<file path="config.mk">
export PLATFORM = sky130hd
export DESIGN_NAME = fft_sdf_stage_ctrl
export DESIGN_NICKNAME = d
export VERILOG_FILES = /design/src/rtl/fft_sdf_stage_ctrl.sv
export SDC_FILE = /design/constraint.sdc
export NUM_CORES = 1
export LEC_CHECK = 0
export BUFFER_PORTS_ARGS = -buffer_cell sky130_fd_sc_hd__buf_2
export CELL_PAD_IN_SITES_DETAIL_PLACEMENT = 1
export CELL_PAD_IN_SITES_GLOBAL_PLACEMENT = 1
export CORE_MARGIN = 5
export CORE_UTILIZATION = 28
export CTS_CLUSTER_DIAMETER = 30
export DETAILED_ROUTE_END_ITERATION = 12
export MAX_ROUTING_LAYER = met4
export PLACE_DENSITY_LB_ADDON = 0.1
export SLEW_MARGIN = 0
export SYNTH_ARGS = -nofsm -noshare
export SYNTH_HDL_FRONTEND = slang
export SYNTH_SLANG_ARGS = --single-unit
export TNS_END_PERCENT = 50
</file>
<file path="constraint.sdc">
create_clock -name clk -period 1.7 [get_ports clk]
set_input_delay 0.425 -clock clk [delete_from_list [all_inputs] [get_ports clk]]
set_output_delay 0.425 -clock clk [all_outputs]
set_load 0.02 [all_outputs]
</file>
<file path="src/rtl/fft_sdf_stage_ctrl.sv">
// rtl/fft_sdf_stage_ctrl.sv - Sequencer for one radix-2 SDF stage of the 16-lane parallel FFT.
// Optional stall watchdog enabled by defining FFT_SDF_STALL_CHK_EN.
module fft_sdf_stage_ctrl #(
  parameter int N         = 256,
  parameter int LANES     = 16,
  parameter int DLY       = N / (2 * LANES),
  parameter int STALL_MAX = 64
) (
  input  logic                 clk,
  input  logic                 rst,
  input  logic                 din_valid,
  output logic                 sr_valid,
  output logic                 bfly_en,
  output logic                 out_sel,
  output logic                 dout_valid,
  output logic [$clog2(DLY):0] tw_idx,
  output logic                 dout_last,
  output logic                 frame_done,
  output logic                 busy,
  output logic                 err
);

  localparam int FB  = N / LANES;
  localparam int CW  = $clog2(FB);
  localparam int LOG = $clog2(DLY);
  localparam int TW  = LOG + 1;
  localparam logic [CW-1:0] BLK_LAST = CW'(FB - 1);
  localparam logic [CW-1:0] DLY_BLKS = CW'(DLY);
  localparam logic [TW-1:0] D_LAST   = TW'(DLY - 1);

  typedef enum logic [1:0] {IDLE, FILL, BFLY, DRAIN} state_t;

  state_t        state;
  state_t        acc_state;
  logic [CW-1:0] blk_cnt;
  logic [CW-1:0] blk_nxt;
  logic [TW-1:0] d_cnt;
  logic          pend;
  logic          ph_nxt;
  logic          d_end;
  logic          tail_last;
  logic          stall_abort;

  assign blk_nxt   = (blk_cnt == BLK_LAST) ? '0 : blk_cnt + 1'b1;
  assign ph_nxt    = blk_nxt[LOG];
  assign acc_state = ph_nxt ? BFLY : FILL;
  assign d_end     = (d_cnt == D_LAST);
  // Pending diffs seen in the first DLY blocks of a frame are the previous frame's tail.
  assign tail_last = d_end && (blk_cnt < DLY_BLKS);

  assign sr_valid = din_valid || (state == DRAIN);
  assign bfly_en  = (state == BFLY);
  assign busy     = (state != IDLE);

  always_ff @(posedge clk) begin
    if (rst) begin
      state      <= IDLE;
      blk_cnt    <= '0;
      d_cnt      <= '0;
      pend       <= 1'b0;
      dout_valid <= 1'b0;
      out_sel    <= 1'b0;
      tw_idx     <= '0;
      dout_last  <= 1'b0;
      frame_done <= 1'b0;
    end else begin
      dout_valid <= 1'b0;
      out_sel    <= 1'b0;
      tw_idx     <= '0;
      dout_last  <= 1'b0;
      frame_done <= 1'b0;
      if (stall_abort) begin
        state   <= IDLE;
        blk_cnt <= '0;
        d_cnt   <= '0;
        pend    <= 1'b0;
      end else begin
        case (state)
          IDLE: begin
            if (din_valid) begin
              blk_cnt <= blk_nxt;
              state   <= acc_state;
            end
          end
          FILL: begin
            if (din_valid) begin
              blk_cnt <= blk_nxt;
              state   <= acc_state;
              if (pend) begin
                dout_valid <= 1'b1;
                tw_idx     <= d_cnt;
                dout_last  <= tail_last;
                frame_done <= tail_last;
                d_cnt      <= d_end ? '0 : d_cnt + 1'b1;
                pend       <= !d_end;
              end
            end
          end
          BFLY: begin
            if (din_valid) begin
              dout_valid <= 1'b1;
              out_sel    <= 1'b1;
              blk_cnt    <= blk_nxt;
              if (blk_cnt == BLK_LAST) begin
                state <= DRAIN;
                d_cnt <= '0;
              end else if (!ph_nxt) begin
                state <= FILL;
                pend  <= 1'b1;
                d_cnt <= '0;
              end
            end
          end
          DRAIN: begin
            dout_valid <= 1'b1;
            tw_idx     <= d_cnt;
            dout_last  <= d_end;
            frame_done <= d_end;
            d_cnt      <= d_end ? '0 : d_cnt + 1'b1;
            // A new frame overlapping the drain keeps emitting the leftover diffs from FILL.
            if (din_valid) begin
              blk_cnt <= blk_nxt;
              state   <= acc_state;
              pend    <= !d_end;
            end else if (d_end) begin
              state <= IDLE;
            end
          end
          default: state <= IDLE;
        endcase
      end
    end
  end

`ifdef FFT_SDF_STALL_CHK_EN
  localparam int SW = $clog2(STALL_MAX + 1);

  logic [SW-1:0] stall_cnt;
  logic          stalling;

  assign stalling    = ((state == FILL) || (state == BFLY)) && !din_valid;
  assign stall_abort = stalling && (stall_cnt == SW'(STALL_MAX - 1));

  always_ff @(posedge clk) begin
    if (rst) begin
      stall_cnt <= '0;
      err       <= 1'b0;
    end else if (stall_abort) begin
      stall_cnt <= '0;
      err       <= 1'b1;
    end else if (stalling) begin
      stall_cnt <= stall_cnt + 1'b1;
    end else begin
      stall_cnt <= '0;
    end
  end
`else
  assign stall_abort = 1'b0;
  assign err         = 1'b0;
`endif

endmodule

</file>
### After elaboration in Yosys (flattened, before gate mapping)

Cells that the tools add are included.

* $add $sub $neg: 2
* $lt $le $gt $ge: 1
* equal/unequal tests: 15
* muxes and demuxes: 35
* bitwise logic cells: 1
* reductions and logical operators: 12

Operator list (count)
* 4-bit two-way mux: 11
* 2-bit two-way mux: 7
* 2-bit != test, second input constant: 6
* 4-bit case mux with 3 select lines: 1
* 1-bit two-way mux: 11
* 4-bit by 1-bit adder with 4-bit output, second input constant: 2
* 4-bit case mux with 2 select lines: 1
* 1-bit case mux with 3 select lines: 2
* 2-bit case mux with 3 select lines: 1
* 6-bit AND reduction: 1
* 5-bit AND reduction: 1
* 2-bit == test, second input constant: 2
* 4-bit by 3-bit == test with 1-bit output, second input constant: 1
* 4-bit == test, second input constant: 1
* 4-bit < comparator, second input constant: 1
* 2-bit by 1-bit != test with 1-bit output, second input constant: 2
* 4-bit AND reduction: 1
* 2-bit OR reduction: 2
* 4-bit OR reduction: 1
* 3-bit by 2-bit != test with 1-bit output, second input constant: 1
* 3-bit != test, second input constant: 1
* 3-bit nonzero test: 1
* 2-bit by 1-bit == test with 1-bit output, second input constant: 1
* 2-bit logical NOT: 1
* other kinds (6): 6

* bits in registers: 18
* input port bits: 3
* output and inout bits: 12
* word-level logic and storage cells: 74

### Depth between registers and ports, before layout

Gate-level depths: netlist of the first run.

* word-level depth: 6
* depth in mapped cells: 5
* mapped depth without buffers: 5

### Worst setup path after synthesis of the first run

OpenSTA, ideal clock, no wires.

* path type: register -> register
* start: register blk_cnt[0]
* end: register d_cnt[3]
* library setup time: 59 ps
* arrival time: 1359 ps
* required time: 1641 ps
* setup slack: 282 ps
* stages on the path, launching flop included: 6
* path buffers: 0
* clock period less this slack: 1418 ps
* path through: dfxtp_1 -> ha_1 -> a21oi_1 -> o21bai_4 -> a311oi_2 -> a22o_1

* longest elaborated chain between the ends: 4
* elaborated cells between the ends (all ways): 8
* those cells by class: 1 x add/sub; 2 x eq/ne; 4 x mux; 1 x reduce/logical

RTL lines
* from (decl): line 35 `logic [CW-1:0] blk_cnt;`
* from (signal assigned): line 81 `blk_cnt <= blk_nxt;`
* from (signal assigned): line 87 `blk_cnt <= blk_nxt;`
* from (signal assigned): line 103 `blk_cnt <= blk_nxt;`
* 4-bit by 1-bit adder with 4-bit output or 4-bit == test (tied branches): line 44, 104
* 4-bit two-way mux (on tied branches): line 44, 104
* 3-bit by 2-bit != test with 1-bit output (no line) or 4-bit two-way mux (tied branches)
* 5-bit AND reduction (no line) or 4-bit case mux with 3 select lines (tied branches)
* to (signal assigned): line 94 `d_cnt <= d_end ? '0 : d_cnt + 1'b1;`
* to (signal assigned): line 119 `d_cnt <= d_end ? '0 : d_cnt + 1'b1;`
* to (decl): line 37 `logic [TW-1:0] d_cnt;`

Parallel ways exist; a longest one is shown, timed or not. The select of a mux whose other input is x is not followed.
A chain may end at the register's enable or synchronous reset.

### Final worst setup path of the first run

* start: register state[1]
* end: output port busy

* longest elaborated chain between the ends: 1

RTL lines
* from (decl): line 33 `state_t state;`
* from (signal assigned): line 82 `state <= acc_state;`
* from (signal assigned): line 88 `state <= acc_state;`
* from (signal assigned): line 123 `state <= acc_state;`
* 2-bit nonzero test: line 53 `assign busy = (state != IDLE);`
* to (decl): line 19 `output logic busy,`

No other way between the ends.

==> results of run 1 <==
## area by class of cell
class / count / share of cell area [%]
flip-flops and latches: 18 / 38.6
clock buffers: 4 / 3.87
repair buffers: 14 / 7.74
well taps: 31 / 4.14
inverters: 3 / 1.20
multi-input cells: 66 / 44.5
## flip-flops by register name (all words and copies together) (netlist names)
register,flops
tw_idx,4
pend,1
blk_cnt,4
state,2
dout_valid,1
frame_done,1
out_sel,1
d_cnt,4
## what timing repair did
action | 4_1_cts | 5_1_grt
hold buffers | 0 | 0
endpoints found under the setup margin | 0 | 4
setup buffers | 0 | 0
endpoints found under the hold margin | 0 | 0
resized for setup | 0 | 2
## stage by stage
stage,cells,util (%),hold WS [ps],instance area (um2)
3_5_place_dp,132,32.2,506,896
2_1_floorplan,93,-,462,823
6_report,136,33.7,471,937
4_1_cts,136,33.5,459,932
3_3_place_gp,132,32.2,501,896
5_1_grt,136,33.7,459,937
## cells by family (layout without fill, tap and decap cells)
group / Yosys count / after routing / share of synthesized area [%]
DFF: 18 / 18 / 43.8
xor gates and xnor gates: 1 / 1 / 1.06
muxes: 2 / 2 / 2.58
AOI/OAI and AO/OA: 19 / 19 / 17.3
buffers and inverters: 9 / 21 / 6.08
and+or+nand+nor: 41 / 41 / 25.7
adders and majority gates: 2 / 2 / 3.04
other: 1 / 1 / 0.455
## where the power goes
part / total [W] / switching [W] / leakage [nW] / internal [W]
Sequential: 0.000449 / 0.0000172 / 0.146 / 0.000432
Combinational: 0.0000728 / 0.0000422 / 0.252 / 0.0000306
Clock: 0.000274 / 0.000144 / 0.0210 / 0.000131
Total: 0.000796 / 0.000203 / 0.419 / 0.000593
## layer usage
layer	part of all wire, %	global-route usage [%]	up-vias
met1	48	12.8	311
met4	1.7	4.58	0
li1	-	-	345
met2	47	14.4	11
met5	0	-	-
met3	3.9	3.68	4
## critical path, delay by kind of cell, from the launching register on
| kind | cells | cell delay [ps] |
|---|---|---|
| flip-flops | 1 | 420 |
| buffers and inverters | 1 | 160 |
| AND/OR/NAND/NOR | 1 | 300 |
## path summary, 6_finish.rpt
check	slack (ps)	to	cells past startpoint	from
worst max-delay path	100	busy	2	state[1]
worst min-delay path	470	blk_cnt[1]	2	rst
worst max register to register	170	d_cnt[3]	5	blk_cnt[0]
worst min register to register	520	tw_idx[1]	1	d_cnt[1]
## cells in the final DEF (no fill, tap or decap), types with 2 or more instances in the layout
master,instances
nor2_1,8
or2_2,2
nor3_1,4
dfxtp_1,17
o21ai_0,2
and3_1,2
a22o_1,3
inv_1,3
nand3_1,5
clkbuf_4,3
and2_1,3
a21oi_1,5
nor4_1,2
nand2_1,9
ha_1,2
buf_2,13
a21o_1,2
==> flow_summary.json, run 1 <==
{
  "synth_async_sr_flop_share_pct": 0,
  "grt_pass1_wl_um": 3190,
  "grt_usage_pct": 10.2,
  "synthCells": 93,
  "synthesis.nets": 98,
  "critical_path_class": "reg2out",
  "start_util_pct": 29.6,
  "fin_tns_setup_ps": 0,
  "yosysSeqAreaShare_pct": 43.8,
  "critPathSlowestCell": "dfxtp_1",
  "clockRootBuffer": "clkbuf_4",
  "hold_path.class": "in2reg",
  "seqCellArea_um2": 362,
  "antenna_found_initial": 0,
  "dieArea_um2": 4120,
  "die_x_um": 64.2,
  "cts_max_level": 1,
  "multiInputGateArea_um2": 417,
  "syn_area_per_cell_um2": 8.85,
  "grt_pass1_vias": 669,
  "fin_ws_ps": 102,
  "synth_common_cells": "dfxtp_1, nand2_1, nor2_1",
  "num_vias": 671,
  "synth_edf_count": 0,
  "grt_overflow": 0,
  "firstDrtPassIters": 2,
  "status": "finished clean",
  "cpPeakStageDelay_ps": 420,
  "place_ws_ps": 96.6,
  "diodes": 0,
  "routed_wl_um": 1850,
  "routabilityCongestion": 0.758,
  "worstSetupEndpointType": "output pin",
  "cp-start-kind": "flip-flop",
  "insertion_delay_ps": 300,
  "p_per_area_nw_per_um2": 850,
  "boundaryPins": 15,
  "period_minus_slack_ps": 1600,
  "netlist.area_leader.share_pct": 43.8,
  "p_leak_nw": 0.419,
  "numPortBuffers": 13,
  "synth_area_um2": 823,
  "clock_skew_ps": 8.33,
  "ir_drop_mv": 0.415,
  "rows": 19,
  "core_region_area_um2": 2780,
  "area_growth_pct": 13.8,
  "layout-drive-gt1-share_pct": 24.8,
  "grt_max_degree": 16,
  "min_period_over_period_pct": 94.0,
  "wire_per_inst_um": 13.6,
  "critPathMaxFanout": 10,
  "synth_area_leaders": "dfxtp_1, nand2_1, a21oi_1",
  "die_h_um": 64.2,
  "ys.flop_type": "dfxtp_1",
  "finalPower_w": 0.000796,
  "yosys.area.top_type": "dfxtp_1",
  "cts_tree": "built",
  "nets": 111,
  "path_clk_slew_ps": 110,
  "ys_warn_count": 0,
  "synth-seq-cells": 18,
  "viasPerCell": 4.93,
  "required_ps": 1270,
  "synth_most_common_cell": "dfxtp_1",
  "hpwl_um": 1360,
  "fillerInstances": 332,
  "cts_buffer_depth": 2,
  "cts_buffers": 3,
  "cts_sinks": 18,
  "maxCapViolations": 0,
  "drc": 0,
  "setup_viol": 0,
  "yosys.cell_types.count": 35,
  "drtIter0Drc": 17,
  "path_cells": "or2_2 > buf_2",
  "hold_violations": 0,
  "max_freq_ghz": 0.626,
  "arrival_ps": 1170,
  "rsz0062_at_grt": "false",
  "timing.final.max_slew_violations": 0,
  "ant_nets": 0
}
Power figures use the tool's default switching activity.
==> run 2, diff against run 1 <==
--- a/config.mk
+++ b/config.mk
@@ -8,7 +8,6 @@
 export BUFFER_PORTS_ARGS = -buffer_cell sky130_fd_sc_hd__buf_2
 export CELL_PAD_IN_SITES_DETAIL_PLACEMENT = 1
 export CELL_PAD_IN_SITES_GLOBAL_PLACEMENT = 1
-export CORE_MARGIN = 5
 export CORE_UTILIZATION = 28
 export CTS_CLUSTER_DIAMETER = 30
 export DETAILED_ROUTE_END_ITERATION = 12
==> run 2 against run 1 <==
Compared with the run above:
- sequential share of layout area is the same
- largest cell class unchanged
- fmax shrank 0.79%
- global-route usage grew 2.9 points
- sequential power is essentially flat
- first-iteration DRC count shrank 35%
- non-clock buffer count is the same
- critical path type unchanged
- final area is the same
- setup slack lost 13 ps
- clock-buffer cell count is the same
==> flow_summary.json, run 2 (synthesis gave the netlist of run 1 again) <==
{
  "grt_max_degree": 16,
  "hold_path_depth": 2,
  "ir_drop_mv": 0.319,
  "p_leak_nw": 0.419,
  "pwr-share-clk_pct": 34.7,
  "fin_ws_ps": 89.4,
  "p_switching_w": 0.000208,
  "clock_skew_ps": 2.94,
  "grt_overflow": 0,
  "place_area_um2": 896,
  "layout-drive-gt1-share_pct": 24.8,
  "start_util_pct": 29.6,
  "grt_pass1_wl_um": 3040,
  "most-common-layout-cells": "dfxtp_1, buf_2, nand2_1",
  "min_from": "rst",
  "top_regs": "blk_cnt x4, d_cnt x4, tw_idx x4",
  "die_x_um": 56.2,
  "insertion_delay_ps": 300,
  "min_period_over_period_pct": 94.7,
  "post-cts-setup-buffer-count": 0,
  "fin_tns_setup_ps": 0,
  "arrival_ps": 1190,
  "routed_wl_um": 1790,
  "ff2ff_path_depth": 5,
  "seq_power_share_pct": 56.1,
  "cts_tree": "built",
  "worstSetupEndpointType": "output pin",
  "dieArea_um2": 3160,
  "hold_path.class": "in2reg",
  "die_h_um": 56.2,
  "critPathMaxFanout": 10,
  "clockRootBuffer": "clkbuf_4",
  "cts_buffers": 3,
  "drtIter0Drc": 11,
  "hpwl_um": 1270,
  "antenna_found_initial": 0,
  "cts_sinks": 18,
  "timing.final.max_slew_violations": 0,
  "setup_viol": 0,
  "timing.hold.ws_ps": 476,
  "critical_path_class": "reg2out",
  "cts_buffer_depth": 2,
  "cts_max_level": 1,
  "ant_nets": 0,
  "place_ws_ps": 107,
  "internal_power_w": 0.000593,
  "p_sw_share_pct": 26.0,
  "final_util_pct": 33.7,
  "diodes": 0,
  "viasPerCell": 4.92,
  "postLayoutCellArea_um2": 937,
  "r2r_start": "blk_cnt[0]",
  "firstDrtPassIters": 4,
  "routabilityCongestion": 0.770,
  "wire_per_inst_um": 13.1,
  "num_vias": 669,
  "area_growth_pct": 13.8,
  "p_per_area_nw_per_um2": 856,
  "hold_violations": 0,
  "max_freq_ghz": 0.621,
  "cp-start-kind": "flip-flop",
  "rows": 19,
  "fillerInstances": 335,
  "required_ps": 1270,
  "maxCapViolations": 0,
  "pwr-share-comb_pct": 9.1,
  "rsz0062_at_grt": "false",
  "nets": 111,
  "grt_usage_pct": 13.0,
  "grt_pass1_vias": 654,
  "period_minus_slack_ps": 1610,
  "boundaryPins": 15,
  "final_common_cell": "dfxtp_1",
  "path_clk_slew_ps": 120,
  "drc": 0,
  "numPortBuffers": 13,
  "status": "finished clean",
  "cp-startpoint": "state[1]",
  "core_region_area_um2": 2780
}
==> run 2: worst max-delay path, stage by stage (launching register included) <==
cell and delay (ps):
dfxtp_1 430, or2_2 300, buf_2 160
==> run 2: through the flow <==
stage / total power (W) / cells
2_1_floorplan: 0.000512 / 93
3_3_place_gp: 0.000531 / 132
3_5_place_dp: 0.000532 / 132
4_1_cts: 0.000811 / 136
5_1_grt: 0.000837 / 136
6_report: 0.000802 / 136
==> run 2: routing by layer <==
metal | track usage [%] | routed length (um) | part of all wire [%]
met5 | - | 0 | 0
met4 | 6.27 | 20 | 1.1
met1 | 16.4 | 917 | 51
met3 | 2.79 | 38 | 2.1
met2 | 19.9 | 812 | 45
==> run 2: power by group through the flow <==
stage | Combinational [W] | Clock, W | Sequential (W)
2_1_floorplan | 0.0000613 | 0 | 0.000450
3_3_place_gp | 0.0000725 | 0 | 0.000458
3_5_place_dp | 0.0000732 | 0 | 0.000458
4_1_cts | 0.0000736 | 0.000288 | 0.000449
5_1_grt | 0.0000809 | 0.000303 | 0.000453
6_report | 0.0000734 | 0.000279 | 0.000450
==> run 2: worst paths after layout <==
path / slack [ps] / end
min: 480 / blk_cnt[0]
min reg2reg: 520 / tw_idx[1]
max: 90 / busy
max reg2reg: 160 / d_cnt[3]
==> run 2: cell type report <==
cell class                      instances  area, um2  share of cell area [%]
Clock buffer                            4       36.3                    3.87
Inverter                                3       11.3                    1.20
Timing Repair Buffer                   14       72.6                    7.74
Tap cell                               31       38.8                    4.14
Multi-Input combinational cell         66        417                    44.5
Sequential cell                        18        362                    38.6
==> run 2: timing repair <==
item | in CTS | in global routing
endpoints found under the setup margin | 0 | 3
gates resized for setup | 0 | 2
hold buffers | 0 | 0
==> run 3, diff against run 2 <==
--- a/config.mk
+++ b/config.mk
@@ -8,6 +8,7 @@
 export BUFFER_PORTS_ARGS = -buffer_cell sky130_fd_sc_hd__buf_2
 export CELL_PAD_IN_SITES_DETAIL_PLACEMENT = 1
 export CELL_PAD_IN_SITES_GLOBAL_PLACEMENT = 1
+export CORE_MARGIN = 2
 export CORE_UTILIZATION = 28
 export CTS_CLUSTER_DIAMETER = 30
 export DETAILED_ROUTE_END_ITERATION = 12
==> run 3 against run 2 <==
Compared with the run above:
- clock skew rose by 1.7 ps
- sequential share of layout area did not move
- hold slack worse by 5.3 ps
- setup slack better by 6.5 ps
- clock power fell by 2%
- die area rose by 7.2%
- sequential cell count unchanged
- first-iteration DRC count down 18%
- routed wire length up 3.6%
- fmax increased by 0.40%
- critical endpoint unchanged
- highest routed layer unchanged
==> flow_summary.json, run 3 (synthesis gave the netlist of run 1 again) <==
{
  "postCtsHoldBufs": 0,
  "nets": 111,
  "wl_met1_um": 918,
  "cts_tree": "built",
  "fin_tns_setup_ps": 0,
  "numPortBuffers": 13,
  "status": "finished clean",
  "clockRootBuffer": "clkbuf_4",
  "cpPeakStageDelay_ps": 420,
  "grt_pass1_wl_um": 3240,
  "antenna_found_initial": 0,
  "rows": 19,
  "viasPerCell": 4.92,
  "setup_viol": 0,
  "area_growth_pct": 13.8,
  "cts_resized": 0,
  "grt_pass1_vias": 631,
  "path_cells": "or2_2 > buf_2",
  "post-cts-setup-buffer-count": 0,
  "wire_per_inst_um": 13.6,
  "routed.top_layer": "met4",
  "hpwl_um": 1340,
  "p_per_area_nw_per_um2": 850,
  "required_ps": 1270,
  "most-common-layout-cells": "dfxtp_1, buf_2, nand2_1",
  "grt_max_degree": 16,
  "path_clk_slew_ps": 110,
  "ant_nets": 0,
  "ir_drop_mv": 0.425,
  "hold_violations": 0,
  "boundaryPins": 15,
  "p_leak_nw": 0.419,
  "cp-start-kind": "flip-flop",
  "start_util_pct": 29.6,
  "min_period_over_period_pct": 94.4,
  "max_freq_ghz": 0.623,
  "core_region_area_um2": 2780,
  "route.met2.wl_um": 843,
  "firstDrtPassIters": 4,
  "hold_path.class": "in2reg",
  "grt_usage_pct": 13.4,
  "top_regs": "blk_cnt x4, d_cnt x4, tw_idx x4",
  "die_x_um": 58.2,
  "cts_buffers": 3,
  "diodes": 0,
  "critPathSlowestCell": "dfxtp_1",
  "arrival_ps": 1180,
  "routabilityCongestion": 0.772,
  "die_h_um": 58.2,
  "drc": 0,
  "grt_overflow": 0,
  "cts_max_level": 1,
  "maxCapViolations": 0,
  "fin_ws_ps": 95.9,
  "timing.final.max_slew_violations": 0,
  "critical_path_class": "reg2out",
  "final_common_cell": "dfxtp_1",
  "clock_skew_ps": 4.64,
  "cts_buffer_depth": 2,
  "worstSetupEndpointType": "output pin",
  "cts_sinks": 18,
  "rsz0062_at_grt": "false",
  "routed_wl_um": 1850,
  "drtIter0Drc": 9,
  "place_ws_ps": 139,
  "period_minus_slack_ps": 1600,
  "critPathMaxFanout": 10,
  "fillerInstances": 337,
  "num_vias": 669,
  "dr_wl_met3_um": 63,
  "layout-drive-gt1-share_pct": 24.8,
  "dieArea_um2": 3390,
  "insertion_delay_ps": 300
}
run 3: cell counts in the layout (fill, tap and decap cells not counted):
No cell type changed its count.
run 3: per-stage QoR:
stage                     instance area, um2  cells  util, %  hold WS, ps  power, W
after floorplan                          823     93        -          462  0.000512
after global placement                   896    132     32.2          502  0.000530
after detailed placement                 896    132     32.2          510  0.000533
after CTS                                932    136     33.5          466  0.000813
after global routing                     937    136     33.7          482  0.000840
final                                    937    136     33.7          471  0.000797
run 3: report_power, final:
group | internal [W] | leakage (nW) | switching, W | total [W]
clock | 0.000131 | 0.0210 | 0.000144 | 0.000274
combinational | 0.0000307 | 0.252 | 0.0000421 | 0.0000728
sequential | 0.000432 | 0.146 | 0.0000176 | 0.000450
run 3: area by class of cell:
| type | count | area, um2 | area share (%) |
|---|---|---|---|
| multi-input combinational | 66 | 417 | 44.5 |
| sequential | 18 | 362 | 38.6 |
| timing repair buffer | 14 | 72.6 | 7.74 |
| tap | 31 | 38.8 | 4.14 |
| clock buffer | 4 | 36.3 | 3.87 |
| inverter | 3 | 11.3 | 1.20 |
run 3: worst paths after layout:
check | from | endpoint | slack (ps) | cells after the start
max reg2reg | blk_cnt[0] | d_cnt[3] | 200 | 5
min reg2reg | d_cnt[2] | tw_idx[2] | 520 | 2
min | rst | blk_cnt[1] | 470 | 2
max | state[1] | busy | 100 | 2
run 3: per-layer routing:
| layer | track usage, % | vias to the layer above |
|---|---|---|
| met5 | - | - |
| met4 | 4.98 | 0 |
| met3 | 4.02 | 4 |
| met2 | 20.3 | 12 |
| met1 | 16.8 | 310 |
| li1 | - | 343 |
run 3: worst max-delay path: cells and delay by family (launching register included):
family	cells	cell delay (ps)
flip-flops	1	420
AND/OR/NAND/NOR	1	300
buffers and inverters	1	160
